### src/rtl/csr_core.sv
// LoongArch CSR file with exception/ERTN commit, interrupt masking and a countdown timer.
// Latency: reads combinational, writes/commits visible next cycle; no backpressure, every request is accepted.
module csr_core #(
    parameter int          SAVE_NUM = 4,
    parameter int          TIMER_W  = 32,
    parameter logic [31:0] TID_RST  = 32'h0
) (
    input  logic        clk,
    input  logic        resetn,
    input  logic [13:0] csr_num,
    output logic [31:0] csr_rdata,
    input  logic        csr_we,
    input  logic [31:0] csr_wdata,
    input  logic [31:0] csr_wmask,
    input  logic        exc_valid,
    input  logic [5:0]  exc_ecode,
    input  logic [8:0]  exc_esubcode,
    input  logic [31:0] exc_pc,
    input  logic        exc_badv_we,
    input  logic [31:0] exc_badv,
    input  logic        ertn_valid,
    input  logic [7:0]  hw_int_in,
    input  logic        ipi_int_in,
    output logic [31:0] exc_entry_pc,
    output logic [31:0] ertn_pc,
    output logic        has_int
);

    localparam logic [13:0] CSR_CRMD   = 14'h0;
    localparam logic [13:0] CSR_PRMD   = 14'h1;
    localparam logic [13:0] CSR_ECFG   = 14'h4;
    localparam logic [13:0] CSR_ESTAT  = 14'h5;
    localparam logic [13:0] CSR_ERA    = 14'h6;
    localparam logic [13:0] CSR_BADV   = 14'h7;
    localparam logic [13:0] CSR_EENTRY = 14'hC;
    localparam logic [13:0] CSR_SAVE0  = 14'h30;
    localparam logic [13:0] CSR_TID    = 14'h40;
    localparam logic [13:0] CSR_TCFG   = 14'h41;
    localparam logic [13:0] CSR_TVAL   = 14'h42;
    localparam logic [13:0] CSR_TICLR  = 14'h44;

    logic [8:0]         crmd_q, crmd_d;
    logic [2:0]         prmd_q, prmd_d;
    logic [12:0]        ecfg_q, ecfg_d;
    logic [1:0]         is_sw_q, is_sw_d;
    logic [7:0]         hw_int_q, hw_int_d;
    logic               ipi_q, ipi_d;
    logic               ti_q, ti_d;
    logic [5:0]         ecode_q, ecode_d;
    logic [8:0]         esubcode_q, esubcode_d;
    logic [31:0]        era_q, era_d;
    logic [31:0]        badv_q, badv_d;
    logic [25:0]        eentry_q, eentry_d;
    logic [31:0]        save_q [SAVE_NUM];
    logic [31:0]        save_d [SAVE_NUM];
    logic [31:0]        tid_q, tid_d;
    logic [TIMER_W-1:0] tcfg_q, tcfg_d;
    logic [TIMER_W-1:0] cnt_q, cnt_d;
    logic               active_q, active_d;

    logic [12:0] estat_is;
    logic [31:0] wr_val;
    logic        timer_expire;

    assign estat_is     = {ipi_q, ti_q, 1'b0, hw_int_q, is_sw_q};
    assign timer_expire = active_q && (cnt_q == '0);
    // Old value comes from the read port, so one merge serves every register.
    assign wr_val       = (csr_wmask & csr_wdata) | (~csr_wmask & csr_rdata);

    assign exc_entry_pc = {eentry_q, 6'b0};
    assign ertn_pc      = era_q;
    assign has_int      = crmd_q[2] & (|(ecfg_q & estat_is));

    always_comb begin
        csr_rdata = '0;
        case (csr_num)
            CSR_CRMD:   csr_rdata = {23'b0, crmd_q};
            CSR_PRMD:   csr_rdata = {29'b0, prmd_q};
            CSR_ECFG:   csr_rdata = {19'b0, ecfg_q};
            CSR_ESTAT:  csr_rdata = {1'b0, esubcode_q, ecode_q, 3'b0, estat_is};
            CSR_ERA:    csr_rdata = era_q;
            CSR_BADV:   csr_rdata = badv_q;
            CSR_EENTRY: csr_rdata = {eentry_q, 6'b0};
            CSR_TID:    csr_rdata = tid_q;
            CSR_TCFG:   csr_rdata = 32'(tcfg_q);
            CSR_TVAL:   csr_rdata = 32'(cnt_q);
            default: begin
                for (int i = 0; i < SAVE_NUM; i++) begin
                    if (csr_num == CSR_SAVE0 + 14'(i)) csr_rdata = save_q[i];
                end
            end
        endcase
    end

    always_comb begin
        crmd_d     = crmd_q;
        prmd_d     = prmd_q;
        ecfg_d     = ecfg_q;
        is_sw_d    = is_sw_q;
        hw_int_d   = hw_int_in;
        ipi_d      = ipi_int_in;
        ti_d       = ti_q;
        ecode_d    = ecode_q;
        esubcode_d = esubcode_q;
        era_d      = era_q;
        badv_d     = badv_q;
        eentry_d   = eentry_q;
        save_d     = save_q;
        tid_d      = tid_q;
        tcfg_d     = tcfg_q;
        cnt_d      = cnt_q;
        active_d   = active_q;

        if (active_q) begin
            if (cnt_q != '0)     cnt_d = cnt_q - TIMER_W'(1);
            else if (tcfg_q[1])  cnt_d = {tcfg_q[TIMER_W-1:2], 2'b00};
            else                 active_d = 1'b0;
        end

        if (exc_valid) begin
            prmd_d      = crmd_q[2:0];
            crmd_d[2:0] = 3'b000;
            ecode_d     = exc_ecode;
            esubcode_d  = exc_esubcode;
            era_d       = exc_pc;
            if (exc_badv_we) badv_d = exc_badv;
        end else if (ertn_valid) begin
            crmd_d[2:0] = prmd_q;
        end else if (csr_we) begin
            case (csr_num)
                CSR_CRMD:   crmd_d   = wr_val[8:0];
                CSR_PRMD:   prmd_d   = wr_val[2:0];
                CSR_ECFG:   ecfg_d   = wr_val[12:0] & 13'h1BFF;
                CSR_ESTAT:  is_sw_d  = wr_val[1:0];
                CSR_ERA:    era_d    = wr_val;
                CSR_BADV:   badv_d   = wr_val;
                CSR_EENTRY: eentry_d = wr_val[31:6];
                CSR_TID:    tid_d    = wr_val;
                CSR_TCFG: begin
                    // A TCFG write overrides whatever the countdown did this cycle.
                    tcfg_d   = wr_val[TIMER_W-1:0];
                    active_d = wr_val[0];
                    cnt_d    = wr_val[0] ? {wr_val[TIMER_W-1:2], 2'b00} : cnt_q;
                end
                CSR_TICLR: begin
                    if (wr_val[0]) ti_d = 1'b0;
                end
                default: begin
                    for (int i = 0; i < SAVE_NUM; i++) begin
                        if (csr_num == CSR_SAVE0 + 14'(i)) save_d[i] = wr_val;
                    end
                end
            endcase
        end

        if (timer_expire) ti_d = 1'b1;
    end

    always_ff @(posedge clk) begin
        if (!resetn) begin
            crmd_q     <= 9'h008;
            prmd_q     <= '0;
            ecfg_q     <= '0;
            is_sw_q    <= '0;
            hw_int_q   <= '0;
            ipi_q      <= 1'b0;
            ti_q       <= 1'b0;
            ecode_q    <= '0;
            esubcode_q <= '0;
            era_q      <= '0;
            badv_q     <= '0;
            eentry_q   <= '0;
            for (int i = 0; i < SAVE_NUM; i++) save_q[i] <= '0;
            tid_q      <= TID_RST;
            tcfg_q     <= '0;
            cnt_q      <= '0;
            active_q   <= 1'b0;
        end else begin
            crmd_q     <= crmd_d;
            prmd_q     <= prmd_d;
            ecfg_q     <= ecfg_d;
            is_sw_q    <= is_sw_d;
            hw_int_q   <= hw_int_d;
            ipi_q      <= ipi_d;
            ti_q       <= ti_d;
            ecode_q    <= ecode_d;
            esubcode_q <= esubcode_d;
            era_q      <= era_d;
            badv_q     <= badv_d;
            eentry_q   <= eentry_d;
            save_q     <= save_d;
            tid_q      <= tid_d;
            tcfg_q     <= tcfg_d;
            cnt_q      <= cnt_d;
            active_q   <= active_d;
        end
    end

endmodule

### config.mk
export PLATFORM = sky130hd
export DESIGN_NAME = csr_core
export DESIGN_NICKNAME = d
export VERILOG_FILES = /design/src/rtl/csr_core.sv
export SDC_FILE = /design/constraint.sdc
export NUM_CORES = 1
export LEC_CHECK = 0
export BUFFER_PORTS_ARGS = -buffer_cell sky130_fd_sc_hd__buf_2
export CORE_ASPECT_RATIO = 1.1
export CORE_MARGIN = 1.5
export CORE_UTILIZATION = 54
export DETAILED_ROUTE_END_ITERATION = 8
export GPL_TIMING_DRIVEN = 0
export PLACE_DENSITY = 0.77
export REMOVE_ABC_BUFFERS = 1
export SYNTH_ARGS = -nofsm -noshare
export SYNTH_HDL_FRONTEND = slang
export SYNTH_SLANG_ARGS = --single-unit
export TNS_END_PERCENT = 10
### constraint.sdc
create_clock -name clk -period 3 [get_ports clk]
set_input_delay 0.15 -clock clk [delete_from_list [all_inputs] [get_ports clk]]
set_output_delay 0.15 -clock clk [all_outputs]
set_load 0.01 [all_outputs]
Word level (Yosys, flattened, before mapping)
Index checks and enable logic that the tools add are counted.

Logic and storage cells: 124. Output and inout port bits: 97. Input bits: 172. Flip-flop bits (word level): 366.

Bitwise operators: 10. Equal/unequal tests: 19. Add/subtract/negate cells: 1. Muxes and demuxes: 42. Reductions and logical operators: 31.

Operators by type and width (count): 32-bit 2-to-1 mux (21); 32-bit case mux with 10 select lines (1); 32-bit bitwise AND (2); 14-bit by 3-bit equality test with 1-bit output (second input constant) (4); 14-bit by 6-bit equality test with 1-bit output (second input constant) (4); 14-bit by 7-bit equality test with 1-bit output (second input constant) (4); 32-bit logical NOT (1); 32-bit inverter (1); 32-bit OR (1); 32-bit nonzero test (1); 32-bit by 1-bit subtractor with 32-bit output (second input constant) (1); 4-bit AND reduction (7); 5-bit AND reduction (5); 3-bit 2-to-1 mux (7); 2-bit nonzero test (9); 14-bit by 1-bit equality test with 1-bit output (second input constant) (1); 14-bit by 4-bit equality test with 1-bit output (second input constant) (1); 14-bit logical NOT (1); 13-bit bitwise AND (1); 1-bit 2-to-1 mux (13); 13-bit OR reduction (1); 10-bit OR reduction (1); 2-bit by 1-bit != test with 1-bit output (second input constant) (3); 3-bit AND reduction (2); other kinds (7) (10).

Longest topological paths before layout
Gate-level depths: netlist of the first run.

Depth after elaboration: 14. Depth in mapped cells: 14.

Least setup slack after synthesis of the first run
OpenSTA, ideal clock, no wires.

Kind: input to register. From: input port csr_num[9]. To: register badv_q[25]. Cell stages on the path: 10. Required time: 2.867 ns. Library setup time: 0.133 ns. Setup slack: 0.591 ns. Data arrival time: 2.277 ns. Buffers on the path: 3. Path through: or4_4 buf_6 buf_6 nor3_4 buf_6 a21oi_1 or3_1 mux2_4 mux2i_1 a21oi_1.

Word-level cells in the longest chain between the ends: 12.

RTL lines: start, declared (RTL line 10) `input logic [13:0] csr_num,`; 14-bit by 6-bit equality test with 1-bit output (RTL line 89) `if (csr_num == CSR_SAVE0 + 14'(i)) csr_rdata = save_q[i];`; 32-bit 2-to-1 mux (4 in a row) (RTL line 89); 32-bit case mux with 10 select lines * (RTL line 76) `case (csr_num)`; via csr_rdata[25] (RTL line 11) `output logic [31:0] csr_rdata,`; 32-bit bitwise AND * (RTL line 68) `assign wr_val = (csr_wmask & csr_wdata) | (~csr_wmask & csr_rdata);`; 32-bit OR * (RTL line 68); 32-bit 2-to-1 mux * (RTL line 130) `case (csr_num)`; 32-bit 2-to-1 mux * (RTL line 129) `end else if (csr_we) begin`; 32-bit 2-to-1 mux * (RTL line 127) `end else if (ertn_valid) begin`; 32-bit 2-to-1 mux * (RTL line 120) `if (exc_valid) begin`; end signal, assigned (RTL line 189) `badv_q <= badv_d;`; end, declared (RTL line 52) `logic [31:0] badv_q, badv_d;`.

The timed path passes the listed nets; every way through them passes the cells marked *. The select of a mux whose other input is x is not followed. A chain may end at the register's enable or synchronous reset.

Worst setup path after layout of the first run
From: input port csr_num[0]. To: output port csr_rdata[25].

Word-level cells in the longest chain between the ends: 6.

RTL lines (RTL line): 14-bit by 6-bit equality test with 1-bit output (89); 32-bit 2-to-1 mux (4 in a row) (89); 32-bit case mux with 10 select lines * (76); end, declared (11).

Mark *: on every way between the ends. The rest lies on a longest branch, timed or not.

==> qor.yml, run 1 <==
floorplan:
  fp.dieH_microns: 201
  dieWidth_microns: 183
  die_area_sq_mm: 0.0369
  coreArea_sq_mm: 0.0352
  initial_core_util: 0.548
  fp-row-count: 72
  pin_count: 269
cts:
  htreeDepth: 2
  path_clk_slew_ns: 0.06
  cts_max_path_buffers: 3
  numCtsBuffers: 39
  cts_root_buffer: "clkbuf_16"
  clk_latency_ns: 0.56
  clkSinkCount: 366
  cts_tree: "built"
place:
  dp_hpwl_microns: 51500
  place_inst: 2947
  numPortBuffers: 262
  place_congestion: 0.970
grt:
  grt.overflow.total: 0
  grt_pass1_vias: 20000
  antenna_found_initial: 5
  gr-usage-all-layers: 0.426
  grt_max_degree: 151
  grt_pass1_wl_microns: 120000
routing:
  drc_errors: 9
  vias: 21300
  drt_iter0_drc: 3726
  ant_nets: 0
  wl_per_cell_microns: 25.9
  drt-vias-per-instance: 6.76
  wl_microns: 81600
  dr.pass1.iters: 9
synthesis:
  synth.distinct_cells: 103
  ys.flop_type: "dfxtp_1"
  async_reset_ff_frac: 0
  synth_most_common_cell: "nand2_1"
  synth_area_leader_cell: "dfxtp_1"
  syn-instance-count: 2384
  synth_top_area_frac: 0.379
  ys_ff_latch: 366
  synth_edf_count: 0
  ys_top_cells_by_area: "dfxtp_1, nand2_1, o21ai_0"
  synthTopCellsByCount: "nand2_1, dfxtp_1, o21ai_0"
  ys_seq_area_frac: 0.379
  syn_area_per_cell_sq_um: 8.10
  synth_area_sq_mm: 0.0193
  yosysWarningCount: 0
worst_setup_path:
  required_ns: 2.85
  worst_setup_path_start_kind: "input pin"
  endpoint_kind: "output pin"
  worstPathMaxFanout: 55
  crit_type: "in2out"
  arrival_ns: 3.05
flow_run:
  max_cap_viol_count: 0
power:
  seqPwrFrac: 0.458
  switchingPower_uw: 2760
  p_sw_frac: 0.252
  leakagePower_uw: 0.00917
  powerDensity_mw_per_mm2: 465
  combPwrFrac: 0.100
  p_clk_frac: 0.443
  p_int_uw: 8160
  peakVddDrop_mv: 0.435
  p_total_uw: 10900
timing:
  drv_slew: 0
  min_period_ns: 3.20
  timing.final.ws_setup_ns: -0.196
  period_share: 1.07
  slew_headroom: 0.160
  fmax_mhz: 313
  clock_skew_ns: 0.0211
  tightest_slew_ns: 1.24
  hold_ws_ns: 0.0411
  setup_viol: 29
  rsz0062_at_grt: "true"
  hold_viol_final: 0
layout:
  fin_cells: 3147
  drive_gt1_frac: 0.201
  final_nets: 2820
  syn_to_final_growth_pct: 21.7
run_status:
  status: "finished, violations left"
  violations: "DRC, setup timing"
hold_path:
  hp-class: "in2reg"
==> kinds of logic after synthesis <==
family,share of synthesized area
other,0.000194
AOI/OAI and AO/OA,0.259
xor gates and xnor gates,0.000907
adders and majority gates,0.00130
DFF,0.379
buffers and inverters,0.0590
and+or+nand+nor,0.226
muxes,0.0735
==> path summary, 6_finish.rpt <==
path	to	cells past startpoint	from	slack (ns)
max reg2reg	cnt_q[11]	7	save_q[0]	0.04
min reg2reg	save_q[105]	2	save_q[105]	0.45
min	save_q[91]	3	csr_wdata[27]	0.04
max	csr_rdata[25]	9	csr_num[0]	-0.20
==> cells in the final DEF, fill, tap and decap left out, types with 19 or more instances in the layout <==
cell type      netlist  final
mux2_2              30     30
and2_1              37     33
buf_2               49    258
nand3_1            106    100
a21boi_1            46     46
a21oi_1            159    157
mux2i_1             87     85
a22oi_1             47     47
dfxtp_1            366    365
nor3_1              30     28
nor2b_1             24     21
o21ai_0            208    207
dlygate4sd3_1        0     90
clkbuf_16            0     41
inv_1               25     25
o22ai_1             42     41
a21boi_0           103    103
buf_4               25     49
nor2_1              87     85
nand4_1             19     19
nand2_1            452    445
==> layout make-up <==
cell class	count	area [sq um]
clock inverters	9	120
diodes	2	5.00
fillers	2824	11700
flip-flops and latches	366	7330
clock buffers	50	1090
well taps	481	602
multi-input cells	1793	11300
inverters	27	106
repair buffers	419	2990
==> per-layer routing <==
layer / vias to the layer above / track usage / share of wire
met1: 9904 / 0.538 / 0.35
met5: - / 0 / 0.00056
met2: 1812 / 0.634 / 0.43
met4: 6 / 0.298 / 0.080
li1: 9099 / - / -
met3: 444 / 0.107 / 0.14
==> power by group through the flow <==
stage / Sequential (uW) / Combinational [uW] / Clock [uW]
6_report: 5000 / 1090 / 4830
5_1_grt: 5000 / 1130 / 4990
4_1_cts: 4990 / 1020 / 4800
3_5_place_dp: 5100 / 909 / 0
3_3_place_gp: 5100 / 890 / 0
2_1_floorplan: 5100 / 402 / 0
==> sequential cells by signal (all words and copies together) (netlist names) <==
signal and count:
eentry_q 26, ipi_q 1, ertn_pc 32, save_q 128
esubcode_q 9, tcfg_q 32, hw_int_q 8, active_q 1
crmd_q 9, ecfg_q 12, cnt_q 32, ecode_q 6
prmd_q 3, is_sw_q 2, tid_q 32, badv_q 32
ti_q 1
==> metrics by stage <==
stage | util | instance area [sq um] | setup WS [ns] | TNS (ns)
floorplan | - | 18300 | -0.228 | -2.53
global placement | 0.574 | 20200 | -5.10 | -1261.54
detailed placement | 0.586 | 20600 | -2.09 | -462.14
CTS | 0.663 | 23300 | -0.125 | -0.384
global route | 0.667 | 23500 | -0.133 | -1.56
finish | 0.667 | 23500 | -0.196 | -1.52
==> critical path, stage by stage <==
cell and delay (ns):
buf_8 0.27, buf_16 0.34, nor4_4 0.17, buf_4 0.24
buf_4 0.19, a222oi_1 0.73, o21ai_0 0.22, or3_1 0.45
buf_2 0.17
==> repair_timing <==
| action | 4_1_cts | 5_1_grt |
|---|---|---|
| cloned | 0 | 2 |
| hold buffers | 90 | 0 |
| pin swaps | 13 | 6 |
| endpoints found under the setup margin | 373 | 182 |
| hold endpoints to repair | 91 | 0 |
| resized for setup | 47 | 18 |
| setup buffers | 40 | 7 |
No activity file was read; power rests on OpenSTA's default activity.
==> run 2: changes to the inputs <==
--- a/config.mk
+++ b/config.mk
@@ -8,10 +8,10 @@
 export BUFFER_PORTS_ARGS = -buffer_cell sky130_fd_sc_hd__buf_2
 export CORE_ASPECT_RATIO = 1.1
 export CORE_MARGIN = 1.5
-export CORE_UTILIZATION = 54
+export CORE_UTILIZATION = 40
 export DETAILED_ROUTE_END_ITERATION = 8
 export GPL_TIMING_DRIVEN = 0
-export PLACE_DENSITY = 0.77
+export PLACE_DENSITY = 0.6
 export REMOVE_ABC_BUFFERS = 1
 export SYNTH_ARGS = -nofsm -noshare
 export SYNTH_HDL_FRONTEND = slang
==> run 2 against run 1 <==
Clock power is 9.5% higher. Combinational power about the same. Worst setup slack improved by 0.17 ns. Flip-flop and latch count stayed put. Via count decreased by 3.9%. Clock skew is 0.0039 ns higher. Power is 4.2% higher. The run ends with hold timing, setup timing left. Cell count grew 5.9%.
==> qor.yml, run 2 (synthesis gave the netlist of run 1 again) <==
timing:
  hold_ws_ns: -0.00798
  slew_headroom: 0.0693
  hold_viol_final: 1
  setup_viol: 1
  fmax_mhz: 330
  min_period_ns: 3.03
  period_share: 1.01
  clock_skew_ns: 0.0250
  rsz0062_at_grt: "true"
  timing.final.ws_setup_ns: -0.0271
  tightest_slew_ns: 1.39
  drv_slew: 0
worst_setup_path:
  arrival_ns: 2.88
  slowest_stage: "a222oi_1"
  endpoint_kind: "output pin"
  cp-endpoint: "csr_rdata[25]"
  crit_chain: "buf_12 -> buf_16 -> nor4_2 -> buf_4 -> buf_4 -> a222oi_1 -> o21ai_0 -> or3_1 -> buf_2"
  crit_type: "in2out"
  slowest_delay_ns: 0.59
  worst_setup_path_start_kind: "input pin"
  timing.rr.start: "active_q"
  crit_top_cell: "buf_4"
  reg2reg_to: "cnt_q[7]"
  worstPathMaxFanout: 47
  reg2regPathDepth: 6
  reg2reg_slack_ns: 0.16
  required_ns: 2.85
  crit_path_start: "csr_num[0]"
place:
  place_congestion: 0.975
  pre_cts_ws_ns: -2.09
  numPortBuffers: 262
  dp_hpwl_microns: 56700
flow_run:
  max_cap_viol_count: 0
layout:
  syn_to_final_growth_pct: 24.4
  drive_gt1_frac: 0.207
  antenna_cells: 0
  top_register: "save_q"
  fillers: 4563
  layout_common_cells: "nand2_1, dfxtp_1, buf_2"
  multiInputGateArea_sq_mm: 0.0113
  final_nets: 2835
  largest_reg_flops: 128
  layout_commonest_cell: "nand2_1"
  ff_latch_area_sq_mm: 0.00733
grt:
  grt_pass1_wl_microns: 122000
  grt_max_degree: 153
  antenna_found_initial: 3
  grt.overflow.total: 0
  grt_pass1_vias: 18700
  gr-usage-all-layers: 0.331
cts:
  htreeDepth: 2
  clk_latency_ns: 0.58
  numCtsBuffers: 41
  cts_root_buffer: "clkbuf_16"
  cts_tree: "built"
  cts_max_path_buffers: 3
  path_clk_slew_ns: 0.05
  clkSinkCount: 366
floorplan:
  pin_count: 269
  fp.dieH_microns: 233
  coreArea_sq_mm: 0.0477
  initial_core_util: 0.405
  die_area_sq_mm: 0.0496
  dieWidth_microns: 212
  fp-row-count: 84
routing:
  ant_nets: 0
  drt_iter0_drc: 2330
  vias: 20400
  wl_per_cell_microns: 25.5
  drt-vias-per-instance: 6.13
  wl_microns: 85000
  drc_errors: 0
  dr.pass1.iters: 7
power:
  powerDensity_mw_per_mm2: 474
  leakagePower_uw: 0.00932
  p_total_uw: 11400
  peakVddDrop_mv: 0.372
hold_path:
  hp-class: "in2reg"
run_status:
  violations: "hold timing, setup timing"
  status: "finished, violations left"
[run 2: changes by cell type in the layout (fill, tap and decap cells not counted), moves of 3 or more]
| cell | previous run | this run |
|---|---|---|
| buf_12 | 6 | 10 |
| buf_4 | 49 | 54 |
| buf_8 | 3 | 6 |
| clkbuf_1 | 6 | 2 |
| clkbuf_8 | 3 | 11 |
| dlygate4sd3_1 | 90 | 94 |
[run 2: area by class of cell]
| type | count | area share |
|---|---|---|
| multi-input combinational | 1792 | 0.469 |
| sequential | 366 | 0.305 |
| timing repair buffer | 433 | 0.130 |
| clock buffer | 56 | 0.0514 |
| tap | 645 | 0.0336 |
| clock inverter | 13 | 0.00625 |
| inverter | 27 | 0.00443 |
[run 2: what timing repair did]
item,CTS,global route
endpoints found under the setup margin,374,47
cloned,0,1
setup buffers,42,9
resized for setup,50,11
pin swaps,15,4
endpoints found under the hold margin,109,0
hold buffers,94,0
[run 2: worst max-delay path: cells and delay by family]
family	cells	cell delay (ns)
buffers and inverters	5	1.12
AOI/OAI and AO/OA	2	0.84
and+or+nand+nor	2	0.64
[run 2: metal layers]
| layer | global-route usage | share of wire |
|---|---|---|
| met2 | 0.521 | 0.45 |
| met3 | 0.0574 | 0.091 |
| met5 | 0 | 0.00029 |
| met4 | 0.170 | 0.055 |
| met1 | 0.435 | 0.40 |
[run 2: worst min path at each step]
stage	startpoint	to	slack, ns	cells past startpoint
after floorplan	resetn	crmd_q[3]	0.21	1
after global placement	hw_int_in[0]	hw_int_q[0]	0.36	2
after detailed placement	hw_int_in[4]	hw_int_q[4]	0.36	2
after CTS	resetn	ertn_pc[10]	0.002	3
after global routing	csr_wdata[30]	tid_q[30]	0.01	3
final	resetn	ertn_pc[1]	-0.008	3
[run 2: report_power, final]
part	internal (uW)	total, uW	switching [uW]
clock	3130	5290	2170
sequential	4940	5000	54.8
combinational	438	1090	655
total	8500	11400	2880
[run 2: per-stage QoR]
step	setup TNS, ns	instances	util	instance area, sq um	hold WS [ns]
global placement	-1424.46	3091	0.428	20400	0.364
global route	-0.0520	3332	0.503	24000	0.0119
CTS	-0.0753	3322	0.501	23900	0.00186
detailed placement	-492.48	3117	0.439	20900	0.363
finish	-0.0271	3332	0.503	24000	-0.00798
floorplan	-2.53	2184	-	18300	0.212
